$ cat config.mk
export PLATFORM = sky130hd
export DESIGN_NAME = debug_access_controller_flat
export DESIGN_NICKNAME = d
export VERILOG_FILES = /design/src/rtl/debug_ctrl_pkg.sv /design/src/rtl/debug_access_controller_if.sv /design/src/rtl/debug_access_controller.sv /design/src/flat_wrapper.sv
export SDC_FILE = /design/constraint.sdc
export NUM_CORES = 1
export LEC_CHECK = 0
export ABC_AREA = 1
export BUFFER_PORTS_ARGS = -buffer_cell sky130_fd_sc_hd__buf_4
export CORE_UTILIZATION = 45
export CTS_BUF_LIST = sky130_fd_sc_hd__clkbuf_8
export CTS_CLUSTER_DIAMETER = 120
export DETAILED_ROUTE_END_ITERATION = 7
export PLACE_DENSITY = 0.84
export REMOVE_ABC_BUFFERS = 1
export SETUP_SLACK_MARGIN = 0.3
export SLEW_MARGIN = 30
export SYNTH_ARGS = -nofsm -noshare
export SYNTH_HDL_FRONTEND = slang
export SYNTH_SLANG_ARGS = --single-unit
$ cat constraint.sdc
create_clock -name clk -period 3.5 [get_ports clk]
set_input_delay 0.7 -clock clk [delete_from_list [all_inputs] [get_ports clk]]
set_output_delay 0.7 -clock clk [all_outputs]
set_load 0.02 [all_outputs]
$ cat src/rtl/debug_ctrl_pkg.sv
// Shared types and defaults for the debug access controller: address spaces,
// FSM states and the halt timeout default.
package debug_ctrl_pkg;

    typedef enum logic [1:0] {
        SPACE_REG  = 2'd0,
        SPACE_DMEM = 2'd1,
        SPACE_IMEM = 2'd2,
        SPACE_PC   = 2'd3
    } dbg_space_e;

    typedef enum logic [2:0] {
        ST_IDLE    = 3'd0,
        ST_HALT    = 3'd1,
        ST_ACCESS  = 3'd2,
        ST_CAPTURE = 3'd3,
        ST_RESPOND = 3'd4
    } dbg_state_e;

    localparam int HALT_TIMEOUT_DEF = 15;

endpackage

$ cat src/rtl/debug_access_controller_if.sv
// Host request/response channel plus the subsystem debug port of the debug
// access controller, with the FSM state exposed for observation.
interface debug_access_controller_if
    import debug_ctrl_pkg::*;
#(
    parameter int DATA_W         = 8,
    parameter int INST_W         = 16,
    parameter int D_ADDR_W       = 12,
    parameter int I_ADDR_W       = 12,
    parameter int REG_ADDR_WIDTH = 4,
    parameter int ADDR_W         = (D_ADDR_W > I_ADDR_W) ? D_ADDR_W : I_ADDR_W
);
    // Both channels use valid/ready: a transfer happens on a rising clock edge
    // where valid and ready are both 1; valid and its payload stay stable until then.
    logic                      req_valid;
    logic                      req_ready;
    logic [1:0]                req_space;
    logic [ADDR_W-1:0]         req_addr;
    logic                      rsp_valid;
    logic                      rsp_ready;
    logic [INST_W-1:0]         rsp_data;
    logic                      rsp_error;

    logic                      halt_req;
    logic                      halted;
    logic                      debug_enable;
    logic [REG_ADDR_WIDTH-1:0] reg_debug_addr;
    logic [D_ADDR_W-1:0]       dmem_debug_addr;
    logic [I_ADDR_W-1:0]       imem_debug_addr;
    logic [DATA_W-1:0]         reg_debug_rdata;
    logic [DATA_W-1:0]         dmem_debug_rdata;
    logic [INST_W-1:0]         imem_debug_rdata;
    logic [I_ADDR_W-1:0]       pc;

    dbg_state_e                state_dbg;

    modport slave (
        input  req_valid, req_space, req_addr, rsp_ready, halted,
               reg_debug_rdata, dmem_debug_rdata, imem_debug_rdata, pc,
        output req_ready, rsp_valid, rsp_data, rsp_error, halt_req, debug_enable,
               reg_debug_addr, dmem_debug_addr, imem_debug_addr, state_dbg
    );

    modport master (
        output req_valid, req_space, req_addr, rsp_ready, halted,
               reg_debug_rdata, dmem_debug_rdata, imem_debug_rdata, pc,
        input  req_ready, rsp_valid, rsp_data, rsp_error, halt_req, debug_enable,
               reg_debug_addr, dmem_debug_addr, imem_debug_addr, state_dbg
    );

endinterface

$ cat src/rtl/debug_access_controller.sv
// Sequences one host debug read at a time: halt the core, read the selected
// space through the subsystem debug port, respond, then release the halt.
module debug_access_controller
    import debug_ctrl_pkg::*;
#(
    parameter int DATA_W         = 8,
    parameter int INST_W         = 16,
    parameter int D_ADDR_W       = 12,
    parameter int I_ADDR_W       = 12,
    parameter int REG_ADDR_WIDTH = 4,
    parameter int ADDR_W         = (D_ADDR_W > I_ADDR_W) ? D_ADDR_W : I_ADDR_W,
    parameter int HALT_TIMEOUT   = HALT_TIMEOUT_DEF
) (
    input  logic                        clk,
    input  logic                        reset_n,
    debug_access_controller_if.slave    bus
);

    localparam int                CNT_W    = $clog2(HALT_TIMEOUT + 1);
    localparam logic [CNT_W-1:0]  CNT_LAST = CNT_W'(HALT_TIMEOUT - 1);
    localparam logic [ADDR_W-1:0] REG_OK_MASK  = ADDR_W'((64'd1 << REG_ADDR_WIDTH) - 64'd1);
    localparam logic [ADDR_W-1:0] DMEM_OK_MASK = ADDR_W'((64'd1 << D_ADDR_W) - 64'd1);

    dbg_state_e        state_q, state_d;
    dbg_space_e        space_q, space_d;
    logic [ADDR_W-1:0] addr_q, addr_d;
    logic [CNT_W-1:0]  cnt_q, cnt_d;
    logic [INST_W-1:0] data_q, data_d;
    logic              err_q, err_d;
    logic              halt_q, halt_d;
    logic              den_q, den_d;
    logic              live_q;

    logic              bad_addr;
    logic              drive_addr;
    logic [INST_W-1:0] capture_val;

    always_comb begin
        bad_addr = 1'b0;
        case (dbg_space_e'(bus.req_space))
            SPACE_REG:  bad_addr = |(bus.req_addr & ~REG_OK_MASK);
            SPACE_DMEM: bad_addr = |(bus.req_addr & ~DMEM_OK_MASK);
            default:    bad_addr = 1'b0;
        endcase
    end

    // Read data arrives one cycle after the address, so it is valid in CAPTURE.
    always_comb begin
        capture_val = '0;
        case (space_q)
            SPACE_REG:  capture_val = INST_W'(bus.reg_debug_rdata);
            SPACE_DMEM: capture_val = INST_W'(bus.dmem_debug_rdata);
            SPACE_IMEM: capture_val = bus.imem_debug_rdata;
            default:    capture_val = INST_W'(bus.pc);
        endcase
    end

    always_comb begin
        state_d = state_q;
        space_d = space_q;
        addr_d  = addr_q;
        cnt_d   = cnt_q;
        data_d  = data_q;
        err_d   = err_q;
        halt_d  = halt_q;
        den_d   = den_q;
        case (state_q)
            ST_IDLE: begin
                if (bus.req_valid && live_q) begin
                    space_d = dbg_space_e'(bus.req_space);
                    addr_d  = bus.req_addr;
                    data_d  = '0;
                    cnt_d   = '0;
                    if (bad_addr) begin
                        err_d   = 1'b1;
                        state_d = ST_RESPOND;
                    end else begin
                        err_d   = 1'b0;
                        halt_d  = 1'b1;
                        state_d = ST_HALT;
                    end
                end
            end
            ST_HALT: begin
                // A late halted on the final HALT cycle still wins over the timeout.
                if (bus.halted) begin
                    den_d   = 1'b1;
                    state_d = ST_ACCESS;
                end else if (cnt_q == CNT_LAST) begin
                    err_d   = 1'b1;
                    state_d = ST_RESPOND;
                end else begin
                    cnt_d = cnt_q + CNT_W'(1);
                end
            end
            ST_ACCESS: state_d = ST_CAPTURE;
            ST_CAPTURE: begin
                data_d  = capture_val;
                state_d = ST_RESPOND;
            end
            ST_RESPOND: begin
                if (bus.rsp_ready) begin
                    data_d  = '0;
                    err_d   = 1'b0;
                    halt_d  = 1'b0;
                    den_d   = 1'b0;
                    state_d = ST_IDLE;
                end
            end
            default: state_d = ST_IDLE;
        endcase
    end

    always_ff @(posedge clk or negedge reset_n) begin
        if (!reset_n) begin
            state_q <= ST_IDLE;
            space_q <= SPACE_REG;
            addr_q  <= '0;
            cnt_q   <= '0;
            data_q  <= '0;
            err_q   <= 1'b0;
            halt_q  <= 1'b0;
            den_q   <= 1'b0;
            live_q  <= 1'b0;
        end else begin
            state_q <= state_d;
            space_q <= space_d;
            addr_q  <= addr_d;
            cnt_q   <= cnt_d;
            data_q  <= data_d;
            err_q   <= err_d;
            halt_q  <= halt_d;
            den_q   <= den_d;
            live_q  <= 1'b1;
        end
    end

    // live_q keeps req_ready low while reset is held and until the first clock after it.
    assign drive_addr          = (state_q == ST_ACCESS) || (state_q == ST_CAPTURE);
    assign bus.req_ready       = (state_q == ST_IDLE) && live_q;
    assign bus.rsp_valid       = (state_q == ST_RESPOND);
    assign bus.rsp_data        = data_q;
    assign bus.rsp_error       = err_q;
    assign bus.halt_req        = halt_q;
    assign bus.debug_enable    = den_q;
    assign bus.reg_debug_addr  = (drive_addr && space_q == SPACE_REG)
                                 ? addr_q[REG_ADDR_WIDTH-1:0] : '0;
    assign bus.dmem_debug_addr = (drive_addr && space_q == SPACE_DMEM)
                                 ? addr_q[D_ADDR_W-1:0] : '0;
    assign bus.imem_debug_addr = (drive_addr && space_q == SPACE_IMEM)
                                 ? addr_q[I_ADDR_W-1:0] : '0;
    assign bus.state_dbg       = state_q;

endmodule

$ cat src/flat_wrapper.sv
// flat-port wrapper written by rule: the top's interface ports become plain ports
module debug_access_controller_flat import debug_ctrl_pkg::*;
#(
    parameter int DATA_W         = 8,
    parameter int INST_W         = 16,
    parameter int D_ADDR_W       = 12,
    parameter int I_ADDR_W       = 12,
    parameter int REG_ADDR_WIDTH = 4,
    parameter int ADDR_W         = (D_ADDR_W > I_ADDR_W) ? D_ADDR_W : I_ADDR_W,
    parameter int HALT_TIMEOUT   = HALT_TIMEOUT_DEF
)
  (clk, reset_n, bus_req_valid, bus_req_space, bus_req_addr, bus_rsp_ready, bus_halted, bus_reg_debug_rdata, bus_dmem_debug_rdata, bus_imem_debug_rdata, bus_pc, bus_req_ready, bus_rsp_valid, bus_rsp_data, bus_rsp_error, bus_halt_req, bus_debug_enable, bus_reg_debug_addr, bus_dmem_debug_addr, bus_imem_debug_addr, bus_state_dbg);
  debug_access_controller_if #(.DATA_W(DATA_W), .INST_W(INST_W), .D_ADDR_W(D_ADDR_W), .I_ADDR_W(I_ADDR_W), .REG_ADDR_WIDTH(REG_ADDR_WIDTH), .ADDR_W(ADDR_W)) bus_i ();
  input  logic clk;
  input  logic reset_n;
  input wire logic [$bits(bus_i.req_valid)-1:0] bus_req_valid;
  input wire logic [$bits(bus_i.req_space)-1:0] bus_req_space;
  input wire logic [$bits(bus_i.req_addr)-1:0] bus_req_addr;
  input wire logic [$bits(bus_i.rsp_ready)-1:0] bus_rsp_ready;
  input wire logic [$bits(bus_i.halted)-1:0] bus_halted;
  input wire logic [$bits(bus_i.reg_debug_rdata)-1:0] bus_reg_debug_rdata;
  input wire logic [$bits(bus_i.dmem_debug_rdata)-1:0] bus_dmem_debug_rdata;
  input wire logic [$bits(bus_i.imem_debug_rdata)-1:0] bus_imem_debug_rdata;
  input wire logic [$bits(bus_i.pc)-1:0] bus_pc;
  output wire logic [$bits(bus_i.req_ready)-1:0] bus_req_ready;
  output wire logic [$bits(bus_i.rsp_valid)-1:0] bus_rsp_valid;
  output wire logic [$bits(bus_i.rsp_data)-1:0] bus_rsp_data;
  output wire logic [$bits(bus_i.rsp_error)-1:0] bus_rsp_error;
  output wire logic [$bits(bus_i.halt_req)-1:0] bus_halt_req;
  output wire logic [$bits(bus_i.debug_enable)-1:0] bus_debug_enable;
  output wire logic [$bits(bus_i.reg_debug_addr)-1:0] bus_reg_debug_addr;
  output wire logic [$bits(bus_i.dmem_debug_addr)-1:0] bus_dmem_debug_addr;
  output wire logic [$bits(bus_i.imem_debug_addr)-1:0] bus_imem_debug_addr;
  output wire logic [$bits(bus_i.state_dbg)-1:0] bus_state_dbg;
  assign bus_i.req_valid = bus_req_valid;
  assign bus_i.req_space = bus_req_space;
  assign bus_i.req_addr = bus_req_addr;
  assign bus_i.rsp_ready = bus_rsp_ready;
  assign bus_i.halted = bus_halted;
  assign bus_i.reg_debug_rdata = bus_reg_debug_rdata;
  assign bus_i.dmem_debug_rdata = bus_dmem_debug_rdata;
  assign bus_i.imem_debug_rdata = bus_imem_debug_rdata;
  assign bus_i.pc = bus_pc;
  assign bus_req_ready = bus_i.req_ready;
  assign bus_rsp_valid = bus_i.rsp_valid;
  assign bus_rsp_data = bus_i.rsp_data;
  assign bus_rsp_error = bus_i.rsp_error;
  assign bus_halt_req = bus_i.halt_req;
  assign bus_debug_enable = bus_i.debug_enable;
  assign bus_reg_debug_addr = bus_i.reg_debug_addr;
  assign bus_dmem_debug_addr = bus_i.dmem_debug_addr;
  assign bus_imem_debug_addr = bus_i.imem_debug_addr;
  assign bus_state_dbg = bus_i.state_dbg;
  debug_access_controller #(.DATA_W(DATA_W), .INST_W(INST_W), .D_ADDR_W(D_ADDR_W), .I_ADDR_W(I_ADDR_W), .REG_ADDR_WIDTH(REG_ADDR_WIDTH), .ADDR_W(ADDR_W), .HALT_TIMEOUT(HALT_TIMEOUT)) u_core (.clk(clk), .reset_n(reset_n), .bus(bus_i));
endmodule
Word level (Yosys, flattened, before mapping)
Index checks and enable logic that the tools add are counted.
{ "word_totals": {"reg_bits": 41, "in_bits": 63, "elab_cells": 76} }
{ "op_classes": {"add_sub_neg": 1, "n_eq_ne": 15, "n_mux": 29, "n_reduce_logical": 22} }
{ "ops": {"columns": ["op", "n"], "rows": [
  ["case mux 16 bit (3 select lines)", 2],
  ["2-to-1 mux 16 bit", 2],
  ["2-to-1 mux 12 bit", 2],
  ["2-to-1 mux 4 bit", 4],
  ["2-to-1 mux 3 bit", 5],
  ["case mux 3 bit (5 select lines)", 1],
  ["inequality test 2 bit (second input constant)", 5],
  ["2-to-1 mux 1 bit", 9],
  ["AND reduction 3 bit", 3],
  ["case mux 4 bit (2 select lines)", 1],
  ["AND reduction 4 bit", 2],
  ["OR reduction 8 bit", 1],
  ["== test 3 x 2 -> 1 bit (second input constant)", 2],
  ["nonzero test 2 bit", 3],
  ["nonzero test 3 bit", 2],
  ["logical AND 1 bit", 5],
  ["AND reduction 5 bit", 1],
  ["adder 4 x 1 -> 4 bit (second input constant)", 1],
  ["== test 4 bit (second input constant)", 1],
  ["logical NOT 2 bit", 2],
  ["inequality test 2 x 1 -> 1 bit (second input constant)", 2],
  ["case mux 1 bit (2 select lines)", 2],
  ["== test 3 x 1 -> 1 bit (second input constant)", 1],
  ["== test 3 bit (second input constant)", 1],
  ["other kinds (7)", 7]
]} }

Depth between registers and ports, before layout
{ "depth": {"word_depth": 5, "ltp_mapped": 8} }

Least setup slack after synthesis
Ideal clock, no wire load.
{ "synth_timing": {"path_type": "reg2out", "start": "register u_core.state_q[1], in the netlist u_core.bus.state_dbg[1]", "end": "output bus_imem_debug_addr[10]", "arrival_time_ns": 1.416, "t_required_ns": 2.800, "slack_ns": 1.384, "stages_incl_launch_ff": 6, "path_buffers": 1, "cell_sequence": "dfrtp_1 > inv_2 > nor2_1 > nand2_1 > clkbuf_1 > nor2_1"} }
{ "synth_via": {"elab_chain_len": 4, "elab_cells_between_ends": 5} }
{ "synth_rtl": {"columns": ["item", "line", "rtl"], "rows": [
  ["start: declaration", "debug_access_controller.sv:24", "dbg_state_e state_q, state_d;"],
  ["start signal: assignment", "debug_access_controller.sv:126", "state_q <= state_d;"],
  ["== test 3 x 2 -> 1 bit", "debug_access_controller.sv:139", "assign drive_addr = (state_q == ST_ACCESS) || (state_q == ST_CAPTURE);"],
  ["logical OR 1 bit (*)", "debug_access_controller.sv:139", null],
  ["logical AND 1 bit (*)", "debug_access_controller.sv:150", "assign bus.imem_debug_addr = (drive_addr && space_q == SPACE_IMEM)"],
  ["2-to-1 mux 12 bit (*)", "debug_access_controller.sv:151", "? addr_q[I_ADDR_W-1:0] : '0;"],
  ["end: declaration", "flat_wrapper.sv:33", "output wire logic [$bits(bus_i.imem_debug_addr)-1:0] bus_imem_debug_addr;"]
]} }
Mark *: on every way between the ends. The rest lies on a longest branch, timed or not.

Worst setup path after layout
{ "layout_timing": {"start": "register u_core.space_q[1]", "end": "output bus_imem_debug_addr[5]"} }
{ "layout_via": {"elab_chain_len": 3} }
{ "layout_rtl": {"columns": ["item", "line", "rtl"], "rows": [
  ["start: declaration", "debug_access_controller.sv:25", "dbg_space_e space_q, space_d;"],
  ["start signal: assignment", "debug_access_controller.sv:127", "space_q <= space_d;"],
  ["== test 2 bit", "debug_access_controller.sv:150", null],
  ["logical AND 1 bit", "debug_access_controller.sv:150", null],
  ["2-to-1 mux 12 bit", "debug_access_controller.sv:151", null]
]} }
Every way passes these cells.

==> impl_results.md <==
* Clk root buf: clkbuf_8
* HP Class: input port to async pin
* Sequential area share after synthesis at 0.440
* CTS Hold Bufs at 0
* Worst slack at placement at 1.02 ns
* Layout Nets at 479
* Routed vias at 2342
* Syn avg cell area at 7.72 µm²
* Fmax at 360 MHz
* Worst-margin pin slew at 0.635 ns
* Max VDD drop at 0.000377 V
* Share of layout cells above drive strength 1 at 0.371
* Pwr/cell area at 812 nW/µm²
* Initial core utilization at 0.481
* Routed Antenna Nets at 0
* Worst Path Arrival at 2.08 ns
* Synth-to-Final Area Change at 42.5%
* Synth cell types at 31
* Yosys reg bits at 41
* Setup TNS at 0 ns
* CP required at 2.80 ns
* Setup crit end kind: output port
* Period utilization at 0.794
* Number of global-route vias before repair at 2119
* Critical Path Fanout Max at 13
* Number of diodes at 0
* Max Cap Viol at 0
* Skew-Pair Late Insertion Delay at 0.29 ns
* # rows at 25
* Top-area cell type share of the netlist area at 0.440
* TritonCTS buffer count at 5
* Pre-antenna DRT Iters at 5
* CP startpoint kind: flop
* Area contributors post-synth: dfrtp_1 (44%), nand2_1 (11%), nor2_1 (8.4%), o21ai_0 (4.5%), inv_1 (4.2%)
* Mapped Cells at 302
* Total grt overflow at 0
* Crit path time final at 2.78 ns
* Routed wire length at 5.92 mm
* Clk slew on worst S/H paths at 0.08 ns
* Mapped Area at 2330 µm²
* GP Congestion at 0.809
* Setup bufs post-CTS at 0
* First-pass GRT wire length at 9.27 mm
* Die width at 74.0 µm
* Htree depth at 2
* Core ar. at 4850 µm²
* Max Slew Vio Count at 0
* Worst setup margin at 0.722 ns
* IO Count at 115
* Status: finished, final reports clean
* Clock Skew at 0.00522 ns
* Synth warn at 0
* Avg WL per Cell at 12.3 µm
* CTS tree: yes
* Leakage Power at 0.00183 µW
* Iteration-0 DRC Markers at 122
* Max Buffers Root-to-Sink at 2
* Final setup fails at 0
* Remaining DRCs at 0
* Post-synth top area cell: dfrtp_1
* Die H at 74.0 µm
* I/O Buffers at 114
* Relative slew slack at 0.577
* RSZ-0062 raised after global routing: no
* Gr usage total at 0.225
* R2r worst-path depth at 6
* TritonCTS Sinks at 41
* Final-report hold violation count at 0
* Vias per cell at 4.86
* CP Class: flop to output port
* Final core utilization at 0.685
* Dpl hpwl at 4.62 mm
* Post-CTS Resized at 0
* DIE AREA at 5470 µm²
* Largest net degree at the start of global routing at 42
* Antenna violations before repair at 0
-- flip-flops by register name, summed over array words and instances, names as in the netlist, 2 cells and up --
name and count:
u_core.bus.rsp_data 16, u_core.bus.state_dbg 3, u_core.addr_q 12, u_core.space_q 2
u_core.cnt_q 4
-- layer usage --
layer | GRT usage | wire length (µm) | vias up
met5 | 0 | 0 | -
met4 | 0.0769 | 91 | 0
met3 | 0.0542 | 481 | 12
met2 | 0.396 | 2830 | 110
met1 | 0.268 | 2520 | 1026
li1 | - | - | 1194
-- placed cells by master, fill, tap and decap left out --
cell type / n
nand4_1: 1
buf_4: 114
a21oi_2: 8
nand2_4: 1
nand2_2: 1
o21ai_1: 10
ha_1: 2
inv_4: 1
inv_2: 4
clkinvlp_4: 1
a21oi_1: 6
o211ai_1: 8
clkbuf_8: 6
dfrtp_1: 41
nand2_1: 70
nor2_4: 1
inv_1: 26
nand3_2: 2
nand2_8: 1
xnor2_1: 1
conb_1: 1
nor3_4: 1
nand3_1: 17
o21ai_0: 21
a22o_1: 4
nor2_2: 11
a21oi_4: 1
nor2_1: 52
bufinv_16: 1
xor2_1: 1
-- report_power, final --
part | switching (µW) | internal, µW | total, µW
sequential | 145 | 663 | 808
combinational | 964 | 531 | 1500
clock | 160 | 232 | 392
total | 1270 | 1430 | 2700
-- through the flow --
stage	hold WS (ns)	instance area (µm²)	total power [µW]	std cells
6_report	0.373	3320	2700	482
5_1_grt	0.412	3320	2910	482
4_1_cts	0.386	3320	2710	482
3_5_place_dp	0.467	3200	2310	474
3_3_place_gp	0.459	3200	2270	474
2_1_floorplan	0.404	2260	1800	293
-- cell type report --
type	count	area, µm²
Fill cell	422	1530
Multi-Input combinational cell	221	1120
Sequential cell	41	1030
Timing Repair Buffer	114	856
Inverter	31	119
Tap cell	67	83.8
Clock buffer	6	82.6
Clock inverter	2	37.5
-- synth_stat cells, drive strengths merged --
cell type  number
nand2          73
nor2           64
dfrtp          41
inv            31
o21ai          31
nand3          19
a21oi          15
o211ai          8
buf             6
a22o            4
clkbuf          3
ha              2
conb            1
nand4           1
nor3            1
xnor2           1
xor2            1
-- worst max-delay path, cell delays in order, from the launching register on --
cell	delay [ns]
dfrtp_1	0.53
inv_1	0.14
nor2_2	0.34
nand2_1	0.39
nor2_1	0.22
buf_4	0.17
-- worst paths after layout --
check | start | endpoint | slack, ns
min in group clk | u_core.bus.halt_req | u_core.bus.halt_req | 0.48
min | reset_n | u_core.addr_q[9] | 0.37
min reg2reg | u_core.bus.halt_req | u_core.bus.halt_req | 0.48
max reg2reg | u_core.space_q[1] | u_core.bus.rsp_data[12] | 1.49
max | u_core.space_q[1] | bus_imem_debug_addr[5] | 0.72
max in group asynchronous | reset_n | u_core.space_q[1] | 2.78
-- cells by family after synthesis --
group,count (synthesis),synth area share
and+or+nand+nor,158,0.302
AOI/OAI and AO/OA,58,0.157
buffers and inverters,40,0.0810
other,1,0.00161
DFF,41,0.440
adders and majority gates,2,0.0107
xor gates and xnor gates,2,0.00752
Note: power is estimated with default switching activity, not from simulation.
